==> config.mk <==
export PLATFORM = sky130hd
export DESIGN_NAME = cla_seq_ctrl
export DESIGN_NICKNAME = d
export VERILOG_FILES = /design/src/rtl/cla_seq_ctrl.sv
export SDC_FILE = /design/constraint.sdc
export NUM_CORES = 1
export LEC_CHECK = 0
export BUFFER_PORTS_ARGS = -buffer_cell sky130_fd_sc_hd__buf_2
export CORE_ASPECT_RATIO = 0.9
export CORE_MARGIN = 1.5
export CORE_UTILIZATION = 55
export DETAILED_ROUTE_END_ITERATION = 12
export PLACE_DENSITY = 0.83
export SYNTH_ARGS = -nofsm -noshare
export SYNTH_HDL_FRONTEND = slang
export SYNTH_SLANG_ARGS = --single-unit
export TNS_END_PERCENT = 5
==> constraint.sdc <==
create_clock -name clk -period 6 [get_ports clk]
set_input_delay 0.6 -clock clk [delete_from_list [all_inputs] [get_ports clk]]
set_output_delay 0.6 -clock clk [all_outputs]
set_load 0.02 [all_outputs]
==> src/rtl/cla_seq_ctrl.sv <==
`default_nettype none
// ============================================================================
// Module      : cla_seq_ctrl
// Description : Multi-cycle wide adder sequencer. Reuses one external 4-bit
//               carry-look-ahead slice, LS nibble first, feeding the
//               registered slice carry-out back as the next carry-in.
// Revision    : 1.0 - initial release
// ============================================================================
module cla_seq_ctrl #(
    parameter int NSLICE = 4
) (
    input  logic                  clk,
    input  logic                  rst_n,
    input  logic                  i_start,
    input  logic [4*NSLICE-1:0]   i_a,
    input  logic [4*NSLICE-1:0]   i_b,
    input  logic                  i_cin,
    output logic                  o_busy,
    output logic                  o_done,
    output logic [4*NSLICE-1:0]   o_sum,
    output logic                  o_cout,
    output logic [3:0]            o_slc_a,
    output logic [3:0]            o_slc_b,
    output logic                  o_slc_cin,
    input  logic [3:0]            i_slc_sum,
    input  logic                  i_slc_cout
);

    localparam int c_W     = 4 * NSLICE;
    localparam int c_IDX_W = (NSLICE > 1) ? $clog2(NSLICE) : 1;
    localparam logic [c_IDX_W-1:0] c_IDX_LAST = c_IDX_W'(NSLICE - 1);

    typedef enum logic [1:0] {
        S_IDLE = 2'd0,
        S_RUN  = 2'd1,
        S_DONE = 2'd2
    } state_t;

    state_t               r_state;
    logic [c_IDX_W-1:0]   r_idx;
    logic [c_W-1:0]       r_a;
    logic [c_W-1:0]       r_b;
    logic                 r_carry;
    logic [c_W-1:0]       r_sum;
    logic                 r_cout;
    logic                 r_busy;
    logic                 r_done;

    logic [3:0]           w_slc_a;
    logic [3:0]           w_slc_b;
    logic                 w_slc_cin;

    // Sequencer FSM: accept operands, walk nibbles through the slice, pulse done
    always_ff @(posedge clk or negedge rst_n) begin
        if (!rst_n) begin
            r_state <= S_IDLE;
            r_idx   <= '0;
            r_a     <= '0;
            r_b     <= '0;
            r_carry <= 1'b0;
            r_sum   <= '0;
            r_cout  <= 1'b0;
            r_busy  <= 1'b0;
            r_done  <= 1'b0;
        end else begin
            case (r_state)
                S_IDLE: begin
                    r_done <= 1'b0;
                    if (i_start) begin
                        r_a     <= i_a;
                        r_b     <= i_b;
                        r_carry <= i_cin;
                        r_idx   <= '0;
                        r_busy  <= 1'b1;
                        r_state <= S_RUN;
                    end
                end
                S_RUN: begin
                    r_sum[4*r_idx +: 4] <= i_slc_sum;
                    r_carry             <= i_slc_cout;
                    if (r_idx == c_IDX_LAST) begin
                        // Last nibble: its carry-out is the final carry
                        r_cout  <= i_slc_cout;
                        r_idx   <= '0;
                        r_busy  <= 1'b0;
                        r_done  <= 1'b1;
                        r_state <= S_DONE;
                    end else begin
                        r_idx <= r_idx + 1'b1;
                    end
                end
                S_DONE: begin
                    // start is not looked at here; a held start is seen next cycle
                    r_done  <= 1'b0;
                    r_state <= S_IDLE;
                end
                default: begin
                    r_state <= S_IDLE;
                    r_busy  <= 1'b0;
                    r_done  <= 1'b0;
                end
            endcase
        end
    end

    // Slice drive: current nibble pair and carry while running, zeros otherwise
    always_comb begin
        w_slc_a   = 4'h0;
        w_slc_b   = 4'h0;
        w_slc_cin = 1'b0;
        if (r_state == S_RUN) begin
            w_slc_a   = r_a[4*r_idx +: 4];
            w_slc_b   = r_b[4*r_idx +: 4];
            w_slc_cin = r_carry;
        end
    end

    assign o_busy    = r_busy;
    assign o_done    = r_done;
    assign o_sum     = r_sum;
    assign o_cout    = r_cout;
    assign o_slc_a   = w_slc_a;
    assign o_slc_b   = w_slc_b;
    assign o_slc_cin = w_slc_cin;

endmodule
`default_nettype wire

# Yosys cells after proc, flatten, opt, wreduce, memory -nomap -nowiden
# Index checks and enable logic that the tools add are counted.
# word_totals
elab_cells	45
regBits	56
output_inout_bits	28
# op_classes
reduce_logical	7
n_mux	17
n_shift	4
n_addsub	2
bitwise	1
eq_ne	5
# op_table
operator	count
4-bit negation with 34-bit output	1
4-bit by 34-bit variable shift with 16-bit output, first input constant	1
4-bit by 34-bit indexed part select with 16-bit output	1
16-bit by 5-bit indexed part select with 4-bit output	2
16-bit bitwise mux	1
2-bit 2-to-1 mux	4
4-bit 2-to-1 mux	2
2-bit one-hot mux with 2 select lines	2
2-bit AND reduction	4
1-bit 2-to-1 mux	6
2-bit == test, second input constant	2
2-bit != test, second input constant	2
1-bit one-hot mux with 3 select lines	1
3-bit AND reduction	1
2-bit by 1-bit adder with 2-bit output, second input constant	1
2-bit by 1-bit == test with 1-bit output, second input constant	1
2-bit zero test	1
1-bit one-hot mux with 2 select lines	1
2-bit nonzero test	1
1-bit inverter	1

# Longest topological paths before layout
# Gate-level depths: netlist of the first run.
# depth
word_depth	3
ltp_mapped	8

# Worst setup path after synthesis of the first run
# OpenSTA, ideal clock, no wires.
# synth_timing
path_kind	reg2reg
start	reg r_idx[1]
end	reg r_sum[12] (netlist: o_sum[12])
path_stages_with_launch	8
n_path_buf	2
required_time_ns	5.916
setup_ns	0.084
slack_ns	3.923
period_less_slack_ns	2.077
arrival_time_ns	1.993
cell_sequence	dfrtp_1 > buf_2 > buf_2 > inv_1 > ha_1 > nor4b_1 > nand2_1 > o21ai_0
# synth_between
elab_chain_cells	3
word_cells_on_any_way	4
# synth_rtl
item	line_no	rtl
start: declaration	40	logic [c_IDX_W-1:0] r_idx;
start signal: assignment	89	r_idx <= r_idx + 1'b1;
4-bit negation with 34-bit output *	79	r_sum[4*r_idx +: 4] <= i_slc_sum;
4-bit by 34-bit indexed part select with 16-bit output / 4-bit by 34-bit variable shift with 16-bit output (equally long branches)	79	
16-bit bitwise mux *	79	
end signal: indexed assignment	79	
end: declaration	44	logic [c_W-1:0] r_sum;
# Mark *: on every way between the ends. The rest lies on a longest branch, timed or not.
# A chain may end at the register's enable or synchronous reset.

# Worst setup path after layout of the first run
# layout_timing
start	reg r_state[1]
end	out o_slc_b[1]
# layout_between
elab_chain_cells	2
# layout_rtl
item	line_no	rtl
start: declaration	39	state_t r_state;
start signal: assignment	56	r_state <= S_IDLE;
start signal: assignment	75	r_state <= S_RUN;
start signal: assignment	87	r_state <= S_DONE;
2-bit by 1-bit == test with 1-bit output	111	if (r_state == S_RUN) begin
4-bit 2-to-1 mux	111	
end: declaration	23	output logic [3:0] o_slc_b,
# No other way between the ends.

==> reports/metrics.yaml, run 1 <==
clock_latency_ns: 0.30
startpoint_type: "flip-flop"
ys_ff_latch: 56
chipHeight_um: 69.0
syn-num-nets: 253
antenna_cells: 0
synth.avg_cell_area_sq_um: 12.9
timing.final.hold_violations: 0
cap_viol_max_count: 0
rsz0062_at_grt: "no"
max-vdd-ir-drop_mv: 0.305
grt_pass1_wl_um: 8630
worst_pin_slew_ns: 0.987
dr_total_vias: 1767
placed_cell_area_sq_mm: 0.00300
yosysSeqAreaShare_pct: 52.6
synth.area.top_cells: "dfrtp_1 53%, mux2_4 16%, mux2i_1 6.0%"
period_share_pct: 43.7
crit_arrival_ns: 2.02
holdBufCountCts: 0
postCtsSetupBuffers: 0
fp.dieArea_sq_mm: 0.00527
clock-sinks: 56
mostFrequentLayoutCells: "68 x buf_2, 56 x dfrtp_1, 32 x nand2_1"
cp_slowest_cell: "dfrtp_1"
cts_tree: "built"
num_rows: 23
cp_max_fo: 11
dr.pass1.iters: 4
crit_path_end_kind: "primary output"
cts_inserted_buffers: 5
synth-edff-count: 0
whs_ns: 0.421
synth_flop_cell: "dfrtp_1"
power.density_mw_per_mm2: 558
grt.overflow.total: 0
gr-usage-all-layers_pct: 20.5
drt-total-wl_um: 5200
antenna_found_initial: 0
grt_pass1_vias: 1735
design_area_sq_mm: 0.00309
start_util_pct: 58.6
io_buffers: 68
p_leak_nw: 1.52
area_delta_synth_final_pct: 15.8
max_stage_delay_ns: 0.48
drive_above_1_share_pct: 40.9
fin_skew_ns: 0.0101
gp_congestion: 0.713
clk_pin_slew_ns: 0.08
routedWlPerCell_um: 15.5
ioPinCount: 69
grt_max_degree: 57
clk_root_buffer_cell: "clkbuf_8"
slew_headroom_pct: 34.2
drc: 0
dp_hpwl_um: 3690
cp_cell_sequence: "and2b_1 -> nand2_1 -> o22ai_1 -> buf_2"
fmax_ghz: 0.381
crit_buf_inv: 1
critPathKind: "flip-flop to primary output"
h-tree-depth: 2
nets: 321
synth_top_area_share_pct: 52.6
fin_crit_ns: 2.62
layout_commonest_cell: "buf_2"
postRouteAntennaNets: 0
critical_path_required_ns: 5.40
cts_resized: 0
status: "finished, final reports clean"
crit_family: "simple AND/OR/NAND/NOR gates"
die_w_um: 76.4
coreArea_sq_mm: 0.00455
maxSlewViolCount: 0
yosys_warnings: 0
clockBufferDepth: 2
postSynthCellCount: 206
yosysUniqueCellTypes: 29
min_path_type: "primary input to asynchronous set/reset pin"
fin_setup_tns_ns: 0
drt_iter0_markers: 110
synth.cell_area_sq_mm: 0.00266
async_flop_share_pct: 100
drt-vias-per-instance: 5.26
setup_viol: 0
yosys.area.top_type: "dfrtp_1"
[cell usage after synthesis (2+ instances only)]
library cell,number
o2bb2ai_1,4
inv_1,3
nand3_1,4
mux2_4,29
nor2_1,4
o22ai_1,8
and2_1,2
ha_1,6
buf_12,2
mux2_2,4
buf_2,3
mux2i_1,16
nand2_1,32
nand3b_1,4
dfrtp_1,56
o21ai_0,15
nor4b_1,2
[final timing paths]
check	startpoint	endpoint	slack, ns	cells after the start
setup / recovery	r_state[1]	o_slc_b[1]	3.38	4
hold / removal	rst_n	o_cout	0.42	2
setup reg to reg	r_idx[1]	o_sum[14]	3.40	5
hold reg to reg	o_sum[6]	o_sum[6]	0.48	2
min in group clk	o_sum[6]	o_sum[6]	0.48	2
max in group asynchronous	rst_n	r_idx[1]	5.12	2
[layer usage]
metal	track usage, %	vias up	part of all wire [%]
met2	30.2	46	45
met4	6.17	0	1.3
met3	3.97	9	3.5
met1	30.7	845	51
li1	-	867	-
met5	0	-	0
[cell type report]
type	instances	area, sq um
Clock buffer	5	68.8
Clock inverter	2	12.5
Fill cell	352	1460
Inverter	3	11.3
Multi-Input combinational cell	139	1170
Sequential cell	56	1400
Tap cell	62	77.6
Timing Repair Buffer	69	348
[logic make-up (layout without fill, tap and decap cells)]
family / after synthesis / count (layout) / synth area share, %
compound gates: 31 / 31 / 7.19
flops: 56 / 56 / 52.6
fa+ha+maj: 6 / 6 / 2.82
simple gates: 53 / 53 / 9.72
buf+inv: 11 / 79 / 3.62
mux: 49 / 49 / 24.0
[registers in the layout, indices dropped and copies added, names as in the netlist]
name and count:
o_sum 16, r_state 2, o_cout 1, r_idx 2
r_b 16, o_busy 1, r_carry 1, o_done 1
r_a 16
[metrics by stage]
step	std cells	power [mW]	util, %	setup WS [ns]
final	336	1.72	67.9	3.38
after global routing	336	1.83	67.9	3.19
after CTS	336	1.73	67.9	3.40
after detailed placement	329	1.53	66.1	3.44
after global placement	329	1.49	66.1	3.58
after floorplan	206	1.32	-	3.92
[power breakdown]
| group | leakage [nW] | switching [mW] | internal [mW] | total, mW |
|---|---|---|---|---|
| sequential | 0.694 | 0.146 | 0.558 | 0.703 |
| combinational | 0.785 | 0.425 | 0.399 | 0.824 |
| clock | 0.0400 | 0.114 | 0.0793 | 0.193 |
[worst reg2reg max path, stage by stage, from the launching register on]
cell and delay (ns):
dfrtp_1 1.00, inv_1 0.22, ha_1 0.42, nor4b_1 0.59, nand2_1 0.15, o21ai_0 0.16
(Power assumes the default switching activity.)
==> inputs of run 2 (changes only) <==
--- a/config.mk
+++ b/config.mk
@@ -8,9 +8,9 @@
 export BUFFER_PORTS_ARGS = -buffer_cell sky130_fd_sc_hd__buf_2
 export CORE_ASPECT_RATIO = 0.9
 export CORE_MARGIN = 1.5
-export CORE_UTILIZATION = 55
+export CORE_UTILIZATION = 52
 export DETAILED_ROUTE_END_ITERATION = 12
-export PLACE_DENSITY = 0.83
+export PLACE_DENSITY = 0.79
 export SYNTH_ARGS = -nofsm -noshare
 export SYNTH_HDL_FRONTEND = slang
 export SYNTH_SLANG_ARGS = --single-unit
==> constraint.sdc (replaced) <==
create_clock -name clk -period 2.51 [get_ports clk]
set_input_delay 0.251 -clock clk [delete_from_list [all_inputs] [get_ports clk]]
set_output_delay 0.251 -clock clk [all_outputs]
set_load 0.02 [all_outputs]
==> reports/metrics.yaml, run 2 (same netlist as run 1, synthesis figures left out) <==
status: "finished, final reports clean"
gr-usage-all-layers_pct: 18.9  # -1.5 points
grt.overflow.total: 0  # unchanged
dr_total_vias: 1755  # -0.68%
io_buffers: 68  # unchanged
rsz0062_at_grt: "no"
h-tree-depth: 2  # unchanged
antenna_cells: 0  # unchanged
mostFrequentLayoutCells: "68 x buf_2, 56 x dfrtp_1, 32 x nand2_1"
design_area_sq_mm: 0.00314  # +1.6%
worst_pin_slew_ns: 0.667  # -0.320 ns
drive_above_1_share_pct: 41.4  # +0.49 points
die_w_um: 78.4  # +2.7%
cts_tree: "built"
intPower_mw: 2.50  # +140%
p_clk_share_pct: 11.8  # +0.6 points
fmax_ghz: 0.448
clock-sinks: 56  # unchanged
comb_power_share_pct: 49.2  # +1.3 points
dp_cells: 334  # +1.5%
final_util_pct: 64.1  # -3.8 points
gp_congestion: 0.779  # +9.2%
crit_path_end_kind: "primary output"
drt_iter0_markers: 101  # -8.2%
multi_input_area_sq_mm: 0.00117  # unchanged
cts_inserted_buffers: 5  # unchanged
clk_root_buffer_cell: "clkbuf_8"
drc: 0  # unchanged
drt-total-wl_um: 5090  # -2.2%
pre_cts_slack_ns: 0.556  # -2.88 ns
cap_viol_max_count: 0  # unchanged
critical_path_required_ns: 2.26  # -3.14 ns
critPathKind: "flip-flop to primary output"
grt_pass1_wl_um: 8230  # -4.6%
regArea_sq_mm: 0.00140  # unchanged
layout_commonest_cell: "buf_2"
clock_latency_ns: 0.31  # about the same
fin_setup_tns_ns: 0  # unchanged
postRouteAntennaNets: 0  # unchanged
area_delta_synth_final_pct: 17.7
drt-vias-per-instance: 5.12  # -2.7%
final_cells: 343  # +2.1%
fill_cells: 391  # +11%
grt_max_degree: 34  # -40%
antenna_found_initial: 0  # unchanged
ioPinCount: 69  # unchanged
chipHeight_um: 70.9  # +2.7%
dr.pass1.iters: 4  # unchanged
max-vdd-ir-drop_mv: 0.644  # +110%
routedWlPerCell_um: 14.8  # -4.2%
slew_headroom_pct: 55.5  # +21 points
total_power_mw: 4.14  # +140%
cp_max_fo: 11  # unchanged
period_share_pct: 88.9
placed_cell_area_sq_mm: 0.00304  # +1.0%
crit_arrival_ns: 1.98  # -0.04 ns
num_rows: 24  # +4.3%
setup_viol: 0  # unchanged
sequentialPowerShare_pct: 39.0  # -1.9 points
fin_skew_ns: 0.0119  # +0.00174 ns
fp.dieArea_sq_mm: 0.00556  # +5.5%
net-switching-power_mw: 1.64  # +140%
clk_pin_slew_ns: 0.10  # +0.02 ns
maxSlewViolCount: 0  # unchanged
p_sw_share_pct: 39.7  # -0.14 points
grt_pass1_vias: 1763  # +1.6%
postCtsSetupBuffers: 0  # unchanged
start_util_pct: 54.4  # -4.2 points
power.density_mw_per_mm2: 1320  # +140%
startpoint_type: "flip-flop"
timing.final.hold_violations: 0  # unchanged
p_leak_nw: 1.54  # +1.5%
fin_ws_ns: 0.279  # -3.10 ns
coreArea_sq_mm: 0.00489  # +7.6%
nets: 324  # +0.93%
fin_crit_ns: 2.23
dp_hpwl_um: 3810  # +3.2%
min_path_type: "primary input to flip-flop"
whs_ns: 0.165  # -0.257 ns
clockBufferDepth: 2  # unchanged
-- run 2: cell count changes in the layout (fill, tap and decap cells not counted), sizes merged --
cell         change
dlygate4sd3      +1
inv              +1
buf              +2
-- run 2: worst paths after layout --
path | end | slack (ns) | depth (start not counted) | from
min in group asynchronous | r_b[9] | 0.51 | 2 | rst_n
max | o_slc_b[1] | 0.28 | 4 | r_state[1]
max in group asynchronous | o_sum[6] | 1.43 | 3 | rst_n
min | r_a[4] | 0.16 | 2 | i_a[4]
max reg2reg | o_sum[12] | 0.52 | 5 | r_idx[0]
min reg2reg | o_sum[8] | 0.48 | 2 | o_sum[8]
-- run 2: per-layer routing --
metal | global-route usage [%] | wire length [um]
met2 | 29.3 | 2390
met5 | 0 | 0
met3 | 3.87 | 226
met4 | 5.56 | 53
met1 | 27.3 | 2410
-- run 2: cell type report --
type                            count  share of cell area, %
Clock buffer                        5                   2.19
Clock inverter                      3                  0.678
Inverter                            3                  0.359
Multi-Input combinational cell    139                   37.2
Sequential cell                    56                   44.7
Tap cell                           65                   2.59
Timing Repair Buffer               72                   12.3
-- run 2: timing repair --
item | 4_1_cts | 5_1_grt
hold buffers | 1 | 0
resized for setup | 0 | 0
hold endpoints to repair | 27 | 0
-- run 2: critical path: stages, from the launching register on --
cell and delay, ns:
dfrtp_1 0.50, and2b_1 0.42, nand2_1 0.28, o22ai_1 0.28, buf_2 0.20
-- run 2: power groups by stage --
stage               Sequential (mW)  Clock [mW]  Combinational (mW)
finish                         1.62       0.488                2.04
global route                   1.67       0.538                2.20
CTS                            1.61       0.503                2.05
detailed placement             1.63           0                2.05
global placement               1.60           0                2.00
floorplan                      1.72           0                1.44
==> inputs of run 3 (changes only) <==
--- a/config.mk
+++ b/config.mk
@@ -7,7 +7,6 @@
 export LEC_CHECK = 0
 export BUFFER_PORTS_ARGS = -buffer_cell sky130_fd_sc_hd__buf_2
 export CORE_ASPECT_RATIO = 0.9
-export CORE_MARGIN = 1.5
 export CORE_UTILIZATION = 52
 export DETAILED_ROUTE_END_ITERATION = 12
 export PLACE_DENSITY = 0.79
==> reports/metrics.yaml, run 3 (same netlist as run 1, synthesis figures left out) <==
status: "finished, final reports clean"
fp.dieArea_sq_mm: 0.00541  # -2.7%
slew_headroom_pct: 56.3  # +0.72 points
drt-total-wl_um: 4920  # -3.3%
cts_inserted_buffers: 5  # unchanged
mostFrequentLayoutCells: "68 x buf_2, 56 x dfrtp_1, 32 x nand2_1"
power.density_mw_per_mm2: 1350  # +2.4%
final_cells: 341  # -0.58%
fin_skew_ns: 0.00899  # -0.00288 ns
cp_slowest_cell: "dfrtp_1"
drt-vias-per-instance: 5.09  # -0.62%
p_leak_nw: 1.56  # +0.95%
dp_cells: 333  # -0.30%
cts_tree: "built"
cap_viol_max_count: 0  # unchanged
fmax_ghz: 0.460  # +2.7%
critPathKind: "flip-flop to primary output"
clk_pin_slew_ns: 0.10  # about the same
clock-sinks: 56  # unchanged
rsz0062_at_grt: "no"
dp_hpwl_um: 3610  # -5.2%
worst_pin_slew_ns: 0.656  # -0.0109 ns
postRouteAntennaNets: 0  # unchanged
drc: 0  # unchanged
min_path_type: "primary input to flip-flop"
maxSlewViolCount: 0  # unchanged
io_buffers: 68  # unchanged
r2r_slack_ns: 0.53  # about the same
placed_cell_area_sq_mm: 0.00303  # -0.25%
clock_latency_ns: 0.30  # about the same
dr.pass1.iters: 4  # unchanged
coreArea_sq_mm: 0.00489  # unchanged
start_util_pct: 54.4  # unchanged
clockBufferDepth: 2  # unchanged
clk_root_buffer_cell: "clkbuf_8"
gr-usage-all-layers_pct: 19.6  # +0.63 points
area_delta_synth_final_pct: 18.9
chipHeight_um: 69.9  # -1.4%
h-tree-depth: 2  # unchanged
ioPinCount: 69  # unchanged
nets: 323  # -0.31%
crit_path_end_kind: "primary output"
final_util_pct: 64.7  # +0.64 points
critical_path_required_ns: 2.26  # about the same
cp_cell_sequence: "and2b_1 -> nand2_1 -> o22ai_1 -> buf_2"
grt_max_degree: 34  # unchanged
fin_crit_ns: 2.17  # -0.0584 ns
fin_setup_tns_ns: 0  # unchanged
crit_arrival_ns: 1.92  # -0.06 ns
num_rows: 24  # unchanged
dr_total_vias: 1734  # -1.2%
design_area_sq_mm: 0.00317  # +1.0%
antenna_found_initial: 0  # unchanged
period_share_pct: 86.6  # -2.3 points
holdBufCountCts: 1  # unchanged
setup_viol: 0  # unchanged
postCtsSetupBuffers: 0  # unchanged
drt_iter0_markers: 68  # -33%
max_stage_delay_ns: 0.47  # -0.03 ns
die_w_um: 77.4  # -1.3%
routedWlPerCell_um: 14.4  # -2.7%
grt_pass1_vias: 1703  # -3.4%
drive_above_1_share_pct: 40.9  # -0.42 points
cts_resized: 0  # unchanged
grt_pass1_wl_um: 8190  # -0.50%
gp_congestion: 0.778  # -0.15%
layout_commonest_cell: "buf_2"
grt.overflow.total: 0  # unchanged
startpoint_type: "flip-flop"
whs_ns: 0.172  # +0.00781 ns
timing.final.hold_violations: 0  # unchanged
max-vdd-ir-drop_mv: 0.738  # +15%
cp_max_fo: 11  # unchanged
antenna_cells: 0  # unchanged
fill_cells: 386  # -1.3%
run 3: cell types whose count changed in the layout (fill, tap and decap cells not counted):
cell	change
bufinv_16	+2
buf_4	-1
clkinv_2	-1
clkinvlp_4	-1
inv_6	-1
run 3: metrics by stage:
step / worst slack (ns) / total power [mW]
2_1_floorplan: 0.433 / 3.16
3_3_place_gp: 0.630 / 3.59
3_5_place_dp: 0.585 / 3.65
4_1_cts: 0.319 / 4.32
5_1_grt: 0.182 / 4.58
6_report: 0.337 / 4.29
run 3: cell type report:
class                           count  area (sq um)  area share (%)
Clock buffer                        5          68.8            2.17
Clock inverter                      2          60.1            1.90
Inverter                            3          11.3           0.356
Multi-Input combinational cell    139          1170            36.8
Sequential cell                    56          1400            44.3
Tap cell                           65          81.3            2.57
Timing Repair Buffer               71           378            11.9
run 3: critical path: cells and delay by family (launching register included):
| family | cells | cell delay (ns) |
|---|---|---|
| and+or+nand+nor | 2 | 0.69 |
| DFF | 1 | 0.47 |
| AOI/OAI and AO/OA | 1 | 0.26 |
| buffers and inverters | 1 | 0.20 |
run 3: layer usage:
metal | global-route usage, % | wire length (um) | part of all wire, % | vias up
li1 | - | - | - | 867
met1 | 29.4 | 2450 | 50 | 817
met2 | 29.5 | 2240 | 45 | 46
met3 | 3.53 | 194 | 3.9 | 4
met4 | 4.61 | 37 | 0.75 | 0
met5 | 0 | 0 | 0 | -
run 3: path summary, 6_finish.rpt:
check | from | end | cells after the start
setup / recovery | r_state[1] | o_slc_b[1] | 4
hold / removal | i_a[12] | r_a[12] | 2
setup reg to reg | r_idx[0] | o_sum[14] | 5
hold reg to reg | o_sum[5] | o_sum[5] | 2
max in group asynchronous | rst_n | o_sum[3] | 3
min in group asynchronous | rst_n | r_a[9] | 2
run 3: power breakdown:
group | leakage [nW] | internal, mW | total (mW) | switching (mW)
Sequential | 0.694 | 1.33 | 1.60 | 0.268
Combinational | 0.799 | 0.959 | 2.02 | 1.06
Clock | 0.0642 | 0.393 | 0.663 | 0.270
Total | 1.56 | 2.69 | 4.29 | 1.60
